===== src/rtl/camara_ctrl.sv =====
// camara_ctrl: capture sequencer between the camera front end and the
// frame-buffer RAM. It arms on a frame boundary (VSYNC high), converts RGB565
// pixels to RGB332 and writes them to sequential addresses. It closes each
// frame on frame_done and flags frames whose pixel count is wrong.
module camara_ctrl #(
  parameter int H_RES  = 160,
  parameter int V_RES  = 120,
  parameter int ADDR_W = 15
) (
  input  logic              p_clock,
  input  logic              rst,
  input  logic              vsync,
  input  logic              start,
  input  logic              continuous,
  input  logic              pixel_valid,
  input  logic [15:0]       pixel_data,
  input  logic              frame_done,
  output logic              lect,
  output logic [ADDR_W-1:0] mem_addr,
  output logic [7:0]        mem_data,
  output logic              mem_we,
  output logic              busy,
  output logic              done,
  output logic              frame_err
);

  // Expected pixels per frame, and the saturation point one above it.
  // Saturating there keeps long frames distinguishable without ever wrapping.
  localparam logic [ADDR_W:0] PIX_TOTAL = (ADDR_W+1)'(H_RES * V_RES);
  localparam logic [ADDR_W:0] PIX_SAT   = (ADDR_W+1)'(H_RES * V_RES + 1);

  typedef enum logic [1:0] {
    ST_IDLE    = 2'd0,
    ST_ARM     = 2'd1,
    ST_CAPTURE = 2'd2,
    ST_DONE    = 2'd3
  } state_t;

  state_t            state_r;
  logic [ADDR_W:0]   count_r;
  logic              active_r;

  logic              pix_take_s;
  logic              pix_inc_s;
  logic              pix_write_s;
  logic [ADDR_W:0]   count_next_s;

  // RGB565 -> RGB332: keep the top bits of each colour channel.
  function automatic logic [7:0] rgb565_to_332(input logic [15:0] px);
    return {px[15:13], px[10:8], px[4:3]};
  endfunction

  // Pixel acceptance and next counter value. This also feeds frame_err, so a
  // pixel arriving together with frame_done is counted.
  always_comb begin
    pix_take_s   = 1'b0;
    pix_inc_s    = 1'b0;
    pix_write_s  = 1'b0;
    count_next_s = count_r;
    if (state_r == ST_CAPTURE) begin
      pix_take_s = pixel_valid;
    end else begin
      pix_take_s = 1'b0;
    end
    if (pix_take_s) begin
      pix_write_s = (count_r < PIX_TOTAL);
      pix_inc_s   = (count_r != PIX_SAT);
    end else begin
      pix_write_s = 1'b0;
      pix_inc_s   = 1'b0;
    end
    count_next_s = count_r + {{ADDR_W{1'b0}}, pix_inc_s};
  end

  // Sequencer FSM with registered outputs and the frame-buffer write port.
  always_ff @(posedge p_clock or posedge rst) begin
    if (rst) begin
      state_r   <= ST_IDLE;
      count_r   <= '0;
      active_r  <= 1'b0;
      lect      <= 1'b0;
      busy      <= 1'b0;
      done      <= 1'b0;
      frame_err <= 1'b0;
      mem_we    <= 1'b0;
      mem_addr  <= '0;
      mem_data  <= 8'h00;
    end else begin
      mem_we <= pix_write_s;
      if (pix_write_s) begin
        mem_addr <= count_r[ADDR_W-1:0];
        mem_data <= rgb565_to_332(pixel_data);
      end else begin
        mem_addr <= mem_addr;
        mem_data <= mem_data;
      end
      done <= 1'b0;

      case (state_r)
        ST_IDLE: begin
          lect <= 1'b0;
          if (start) begin
            state_r   <= ST_ARM;
            busy      <= 1'b1;
            frame_err <= 1'b0;
            count_r   <= '0;
            active_r  <= 1'b0;
          end else begin
            busy <= 1'b0;
          end
        end
        ST_ARM: begin
          busy <= 1'b1;
          if (vsync) begin
            state_r <= ST_CAPTURE;
            lect    <= 1'b1;
          end else begin
            lect <= 1'b0;
          end
        end
        ST_CAPTURE: begin
          busy    <= 1'b1;
          lect    <= 1'b1;
          count_r <= count_next_s;
          if (!vsync) begin
            active_r <= 1'b1;
          end else begin
            active_r <= active_r;
          end
          // A frame_done left over from the previous frame is ignored until
          // VSYNC has fallen at least once inside this capture.
          if (frame_done && active_r) begin
            state_r   <= ST_DONE;
            done      <= 1'b1;
            frame_err <= (count_next_s != PIX_TOTAL);
          end else begin
            state_r <= ST_CAPTURE;
          end
        end
        ST_DONE: begin
          lect     <= 1'b0;
          count_r  <= '0;
          active_r <= 1'b0;
          if (continuous) begin
            state_r <= ST_ARM;
            busy    <= 1'b1;
          end else begin
            state_r <= ST_IDLE;
            busy    <= 1'b0;
          end
        end
        default: begin
          state_r  <= ST_IDLE;
          lect     <= 1'b0;
          busy     <= 1'b0;
          count_r  <= '0;
          active_r <= 1'b0;
        end
      endcase
    end
  end

endmodule


===== config.mk =====
export PLATFORM = sky130hd
export DESIGN_NAME = camara_ctrl
export DESIGN_NICKNAME = d
export VERILOG_FILES = /design/src/rtl/camara_ctrl.sv
export SDC_FILE = /design/constraint.sdc
export NUM_CORES = 1
export LEC_CHECK = 0
export CORE_MARGIN = 4
export CORE_UTILIZATION = 51
export CTS_CLUSTER_DIAMETER = 80
export DETAILED_ROUTE_END_ITERATION = 8
export PLACE_DENSITY = 0.88
export RECOVER_POWER = 100
export SETUP_SLACK_MARGIN = 0.1
export SYNTH_ARGS = -nofsm -noshare
export SYNTH_HDL_FRONTEND = slang
export SYNTH_SLANG_ARGS = --single-unit
export TNS_END_PERCENT = 50

===== constraint.sdc =====
create_clock -name p_clock -period 3.35 [get_ports p_clock]
set_clock_uncertainty 0.2 [all_clocks]
set_input_delay 0.5025 -clock p_clock [delete_from_list [all_inputs] [get_ports p_clock]]
set_output_delay 0.5025 -clock p_clock [all_outputs]
set_load 0.01 [all_outputs]

Word-level counts from Yosys, hierarchy flattened
Cells that the tools add are included.
{"block": "totals", "reg_bits": 47, "input_bits": 23}
{"block": "classes", "n_addsub": 1, "magnitude_cmp": 1, "eq_ne": 9, "mux": 22, "reduce_logical": 10}
{"cell": "16-bit one-hot mux with 3 select lines", "n": 1}
{"cell": "16-bit by 15-bit inequality test with 1-bit output (second input constant)", "n": 2}
{"cell": "16-bit by 1-bit adder with 16-bit output", "n": 1}
{"cell": "16-bit by 15-bit < comparator with 1-bit output (second input constant)", "n": 1}
{"cell": "16-bit 2-to-1 mux", "n": 1}
{"cell": "1-bit 2-to-1 mux", "n": 13}
{"cell": "1-bit one-hot mux with 3 select lines", "n": 3}
{"cell": "2-bit one-hot mux with 4 select lines", "n": 1}
{"cell": "2-bit inequality test (second input constant)", "n": 3}
{"cell": "3-bit AND reduction", "n": 2}
{"cell": "2-bit equality test (second input constant)", "n": 2}
{"cell": "2-bit 2-to-1 mux", "n": 2}
{"cell": "2-bit AND reduction", "n": 2}
{"cell": "2-bit OR reduction", "n": 2}
{"cell": "3-bit nonzero test", "n": 1}
{"cell": "2-bit by 1-bit equality test with 1-bit output (second input constant)", "n": 1}
{"cell": "2-bit zero test", "n": 1}
{"cell": "2-bit by 1-bit inequality test with 1-bit output (second input constant)", "n": 1}
{"cell": "1-bit one-hot mux with 2 select lines", "n": 1}
{"cell": "2-bit nonzero test", "n": 1}
{"cell": "1-bit logical AND", "n": 1}

Longest topological paths before layout
{"block": "logic_depth", "word_depth": 7, "ltp_mapped": 11, "mapped_depth_nobuf": 10}

Worst setup path before layout
Ideal clock, no wire load.
{"block": "synth_path", "path_type": "flip-flop to flip-flop", "startpoint": "register state_r[0]", "endpoint": "register frame_err", "setup_ps": 133, "arrival_ps": 2508, "required_time_ps": 3017, "setup_slack_ps": 509, "stages_incl_launch_ff": 12, "n_path_buf": 1, "period_less_slack_ps": 2841, "cell_sequence": "dfrtp_1 inv_1 ha_1 clkbuf_1 nand2_1 a31oi_1 ha_1 nand3_2 or3_1 xor2_1 nor4_1 a31oi_1"}
{"block": "synth_via", "elab_chain_cells": 7, "word_cells_on_any_way": 12, "classes_between": "add/sub (1); eq/ne (4); mux (4); reduce/logical (3)"}
{"element": "start, declared", "line": "39", "source": "state_t state_r;"}
{"element": "start signal, assigned", "line": "78", "source": "state_r <= ST_IDLE;"}
{"element": "start signal, assigned", "line": "103", "source": "state_r <= ST_ARM;"}
{"element": "start signal, assigned", "line": "115", "source": "state_r <= ST_CAPTURE;"}
{"element": "2-bit equality test", "line": "60, 99"}
{"element": "1-bit 2-to-1 mux", "line": "60", "source": "if (state_r == ST_CAPTURE) begin"}
{"element": "1-bit 2-to-1 mux", "line": "65", "source": "if (pix_take_s) begin"}
{"element": "16-bit by 1-bit adder with 16-bit output", "line": "72", "source": "count_next_s = count_r + {{ADDR_W{1'b0}}, pix_inc_s};"}
{"element": "16-bit by 15-bit inequality test with 1-bit output", "line": "135", "source": "frame_err <= (count_next_s != PIX_TOTAL);"}
{"element": "1-bit 2-to-1 mux", "line": "132", "source": "if (frame_done && active_r) begin"}
{"element": "1-bit one-hot mux with 2 select lines", "line": "99", "source": "case (state_r)"}
{"element": "end signal, assigned", "line": "135"}
{"element": "end, declared", "line": "24", "source": "output logic frame_err"}
Parallel ways exist; a longest one is shown, timed or not. The select of a mux whose other input is x is not followed.
A chain may end at the register's enable or synchronous reset.

Final worst setup path
Ends and elaborated chain as after synthesis.

==> impl_metrics.tcl <==
set metrics [dict create \
    swShare 0.353 \
    min-delay-start "mem_addr[11]" \
    seq_area_frac_synth 0.486 \
    clkLatencyLatePin_ns 0.29 \
    rows 24 \
    worstSetupPathType "reg2reg" \
    dieWidth_um 76.9 \
    num_vias 1953 \
    total_power_mw 1.70 \
    cp-end-kind "flop" \
    final_common_cell "dfrtp_1" \
    pwr-share-clk 0.190 \
    crit_slowest_cell "or3_1" \
    drc 0 \
    portBuffers 42 \
    r2r_slack_ns 0.40 \
    io_pins 51 \
    syn-instance-count 233 \
    grt_pass1_wl_mm 8.96 \
    vias_per_cell 6.01 \
    syn-cell-area_um2 2420 \
    setup.worst_path.start_class "flop" \
    setup_viol 0 \
    tightest_slew_ns 1.74 \
    switchingPower_mw 0.599 \
    vdd_drop_max_uv 293 \
    fp.dieH_um 76.9 \
    cp_max_fo 8 \
    drt-initial-drc-count 102 \
    combPwrFrac 0.384 \
    drv_slew 48 \
    clock_path_buffers 2 \
    avgSynthCellArea_um2 10.4 \
    rsz0062_at_grt "no" \
    fin_nets 302 \
    rr_worst_depth 10 \
    arrival_ns 2.92 \
    cts_setup_buffers 0 \
    design_area_um2 2900 \
    maxSlewHeadroom -0.161 \
    grt_usage 0.186 \
    yosysUniqueCellTypes 42 \
    postCtsHoldBufs 0 \
    area_growth_syn_to_layout_pct 19.9 \
    dp_hpwl_mm 3.48 \
    hold_viol 0 \
    status "finished with violations" \
    worstPathBufferInverterCount 1 \
    drive_above_1_share 0.0513 \
    reg2reg_from "state_r[0]" \
    wirelength_mm 5.04 \
    power_leakage_nw 1.39 \
    mostFrequentLayoutCells "dfrtp_1 (47), dlygate4sd3_1 (29), nand2_1 (26), o21ai_0 (17), mux2_1 (17)" \
    ys_ff_latch 47 \
    rr_endpoint "frame_err" \
    power_density_nw_per_um2 586 \
    antenna-diode-count 0 \
    drtAntennaViolNets 0 \
    gp_congestion 0.882 \
    initial_utilization 0.541 \
    violations "capacitance limit, slew limit" \
    synth_fp_nets 263 \
    core_area_um2 4470 \
    finalCritPeriodShare 0.881 \
    cp_top_family "simple AND/OR/NAND/NOR gates" \
    hold_depth 1 \
    yosysWarnings 0 \
    clk_pin_slew_ns 0.08 \
    antenna_found_initial 0 \
    grt_start_max_net_pins 48 \
    cts_tree "built" \
    numCtsBuffers 5 \
    timing.fmax_mhz 339 \
    cp.required_ns 3.32 \
    die_area_um2 5910 \
    hold_class "reg2reg" \
    intPower_mw 1.10 \
    whs_endpoint "mem_addr[11]" \
    wl_per_cell_um 15.5 \
    cp_slowest_stage_delay_ns 0.50 \
    gr-total-overflow 0 \
    seqPwrFrac 0.426 \
    post_cts_resized 0 \
    tns_ns 0 \
    cap_violations 1 \
    cts.sinks 47 \
    grt_pass1_vias 2005 \
    worstPathCellList "inv_1, ha_1, nand2_1, a31oi_1, ha_1, nand3_1, or3_1, xor2_1, nor4_1, a31oi_1" \
    fin_crit_ns 2.95 \
    dpl_cell_area_um2 2850 \
    htree_levels 2 \
    cts_root_buf "clkbuf_8" \
    first_pass_iters 4 \
]
-- power by group through the flow --
stage / registers, mW / logic [mW] / clock network, mW
floorplan: 0.773 / 0.374 / 0
global placement: 0.734 / 0.675 / 0
detailed placement: 0.740 / 0.694 / 0
CTS: 0.727 / 0.704 / 0.329
global route: 0.737 / 0.723 / 0.357
finish: 0.723 / 0.653 / 0.322
-- sequential cells by signal, summed over array words and instances (netlist names) --
name / flops
active_r: 1
lect: 1
frame_err: 1
done: 1
mem_data: 8
state_r: 2
busy: 1
count_r: 16
mem_addr: 15
mem_we: 1
-- synthesized netlist by cell type (all sizes together) --
library cell / n / area [um^2]
or3: 3 / 18.8
nor3: 8 / 40.0
clkbuf: 8 / 30.0
a211oi: 2 / 27.5
nand4: 8 / 65.1
a22oi: 1 / 7.51
buf: 7 / 57.6
a31oi: 4 / 25.0
o32a: 1 / 10.0
o21ai: 18 / 90.1
nor2: 8 / 30.0
nand3b: 2 / 15.0
nand2: 26 / 97.6
a21oi: 11 / 55.1
mux2: 22 / 248
nor2b: 2 / 12.5
and2: 1 / 6.26
or4: 2 / 18.8
ha: 7 / 87.6
inv: 10 / 37.5
o21bai: 1 / 7.51
nor4bb: 1 / 10.0
nor4: 4 / 25.0
o41ai: 1 / 8.76
nand3: 7 / 40.0
and3: 2 / 12.5
a22o: 3 / 26.3
a21o: 4 / 30.0
o31ai: 3 / 22.5
or2: 1 / 6.26
mux2i: 3 / 30.0
xnor2: 2 / 17.5
dfrtp: 47 / 1180
xor2: 3 / 26.3
-- cell families (layout without fill, tap and decap cells) --
group / after synthesis / count (layout) / share of synthesized area
flops: 47 / 47 / 0.486
xor+xnor: 5 / 5 / 0.0181
compound gates: 49 / 49 / 0.128
mux: 25 / 25 / 0.115
simple gates: 75 / 75 / 0.165
buf+inv: 25 / 65 / 0.0517
fa+ha+maj: 7 / 7 / 0.0362
-- per-stage QoR --
step	instances	hold WS [ns]	worst slack, ns	utilization
after global routing	325	0.300	0.143	0.648
after CTS	325	0.292	0.521	0.656
after detailed placement	317	0.274	0.291	0.638
after floorplan	233	0.291	0.509	-
after global placement	317	0.266	0.313	0.638
final	325	0.282	0.398	0.648
-- layer usage --
metal	vias up	share of wire	wire, um	track usage
li1	914	-	-	-
met1	933	0.42	2110	0.233
met2	90	0.47	2390	0.293
met3	16	0.076	384	0.0527
met4	0	0.030	150	0.0960
met5	-	0	0	0
-- area by class of cell --
| cell class | instances | area (um^2) |
|---|---|---|
| Clock buffer | 7 | 76.3 |
| Multi-Input combinational cell | 161 | 1100 |
| Fill cell | 349 | 1580 |
| Timing Repair Buffer | 47 | 443 |
| Clock inverter | 1 | 5.00 |
| Tap cell | 52 | 65.1 |
| Sequential cell | 47 | 1180 |
| Inverter | 10 | 37.5 |
-- worst max-delay path by stage --
| stage | from | cells after the start | end | slack, ns |
|---|---|---|---|---|
| after floorplan | state_r[0] | 11 | frame_err | 0.51 |
| after global placement | pixel_valid | 9 | frame_err | 0.31 |
| after detailed placement | pixel_valid | 9 | frame_err | 0.29 |
| after CTS | state_r[0] | 10 | frame_err | 0.52 |
| after global routing | state_r[0] | 10 | frame_err | 0.14 |
| final | state_r[0] | 10 | frame_err | 0.40 |
No activity file was read; power rests on OpenSTA's default activity.
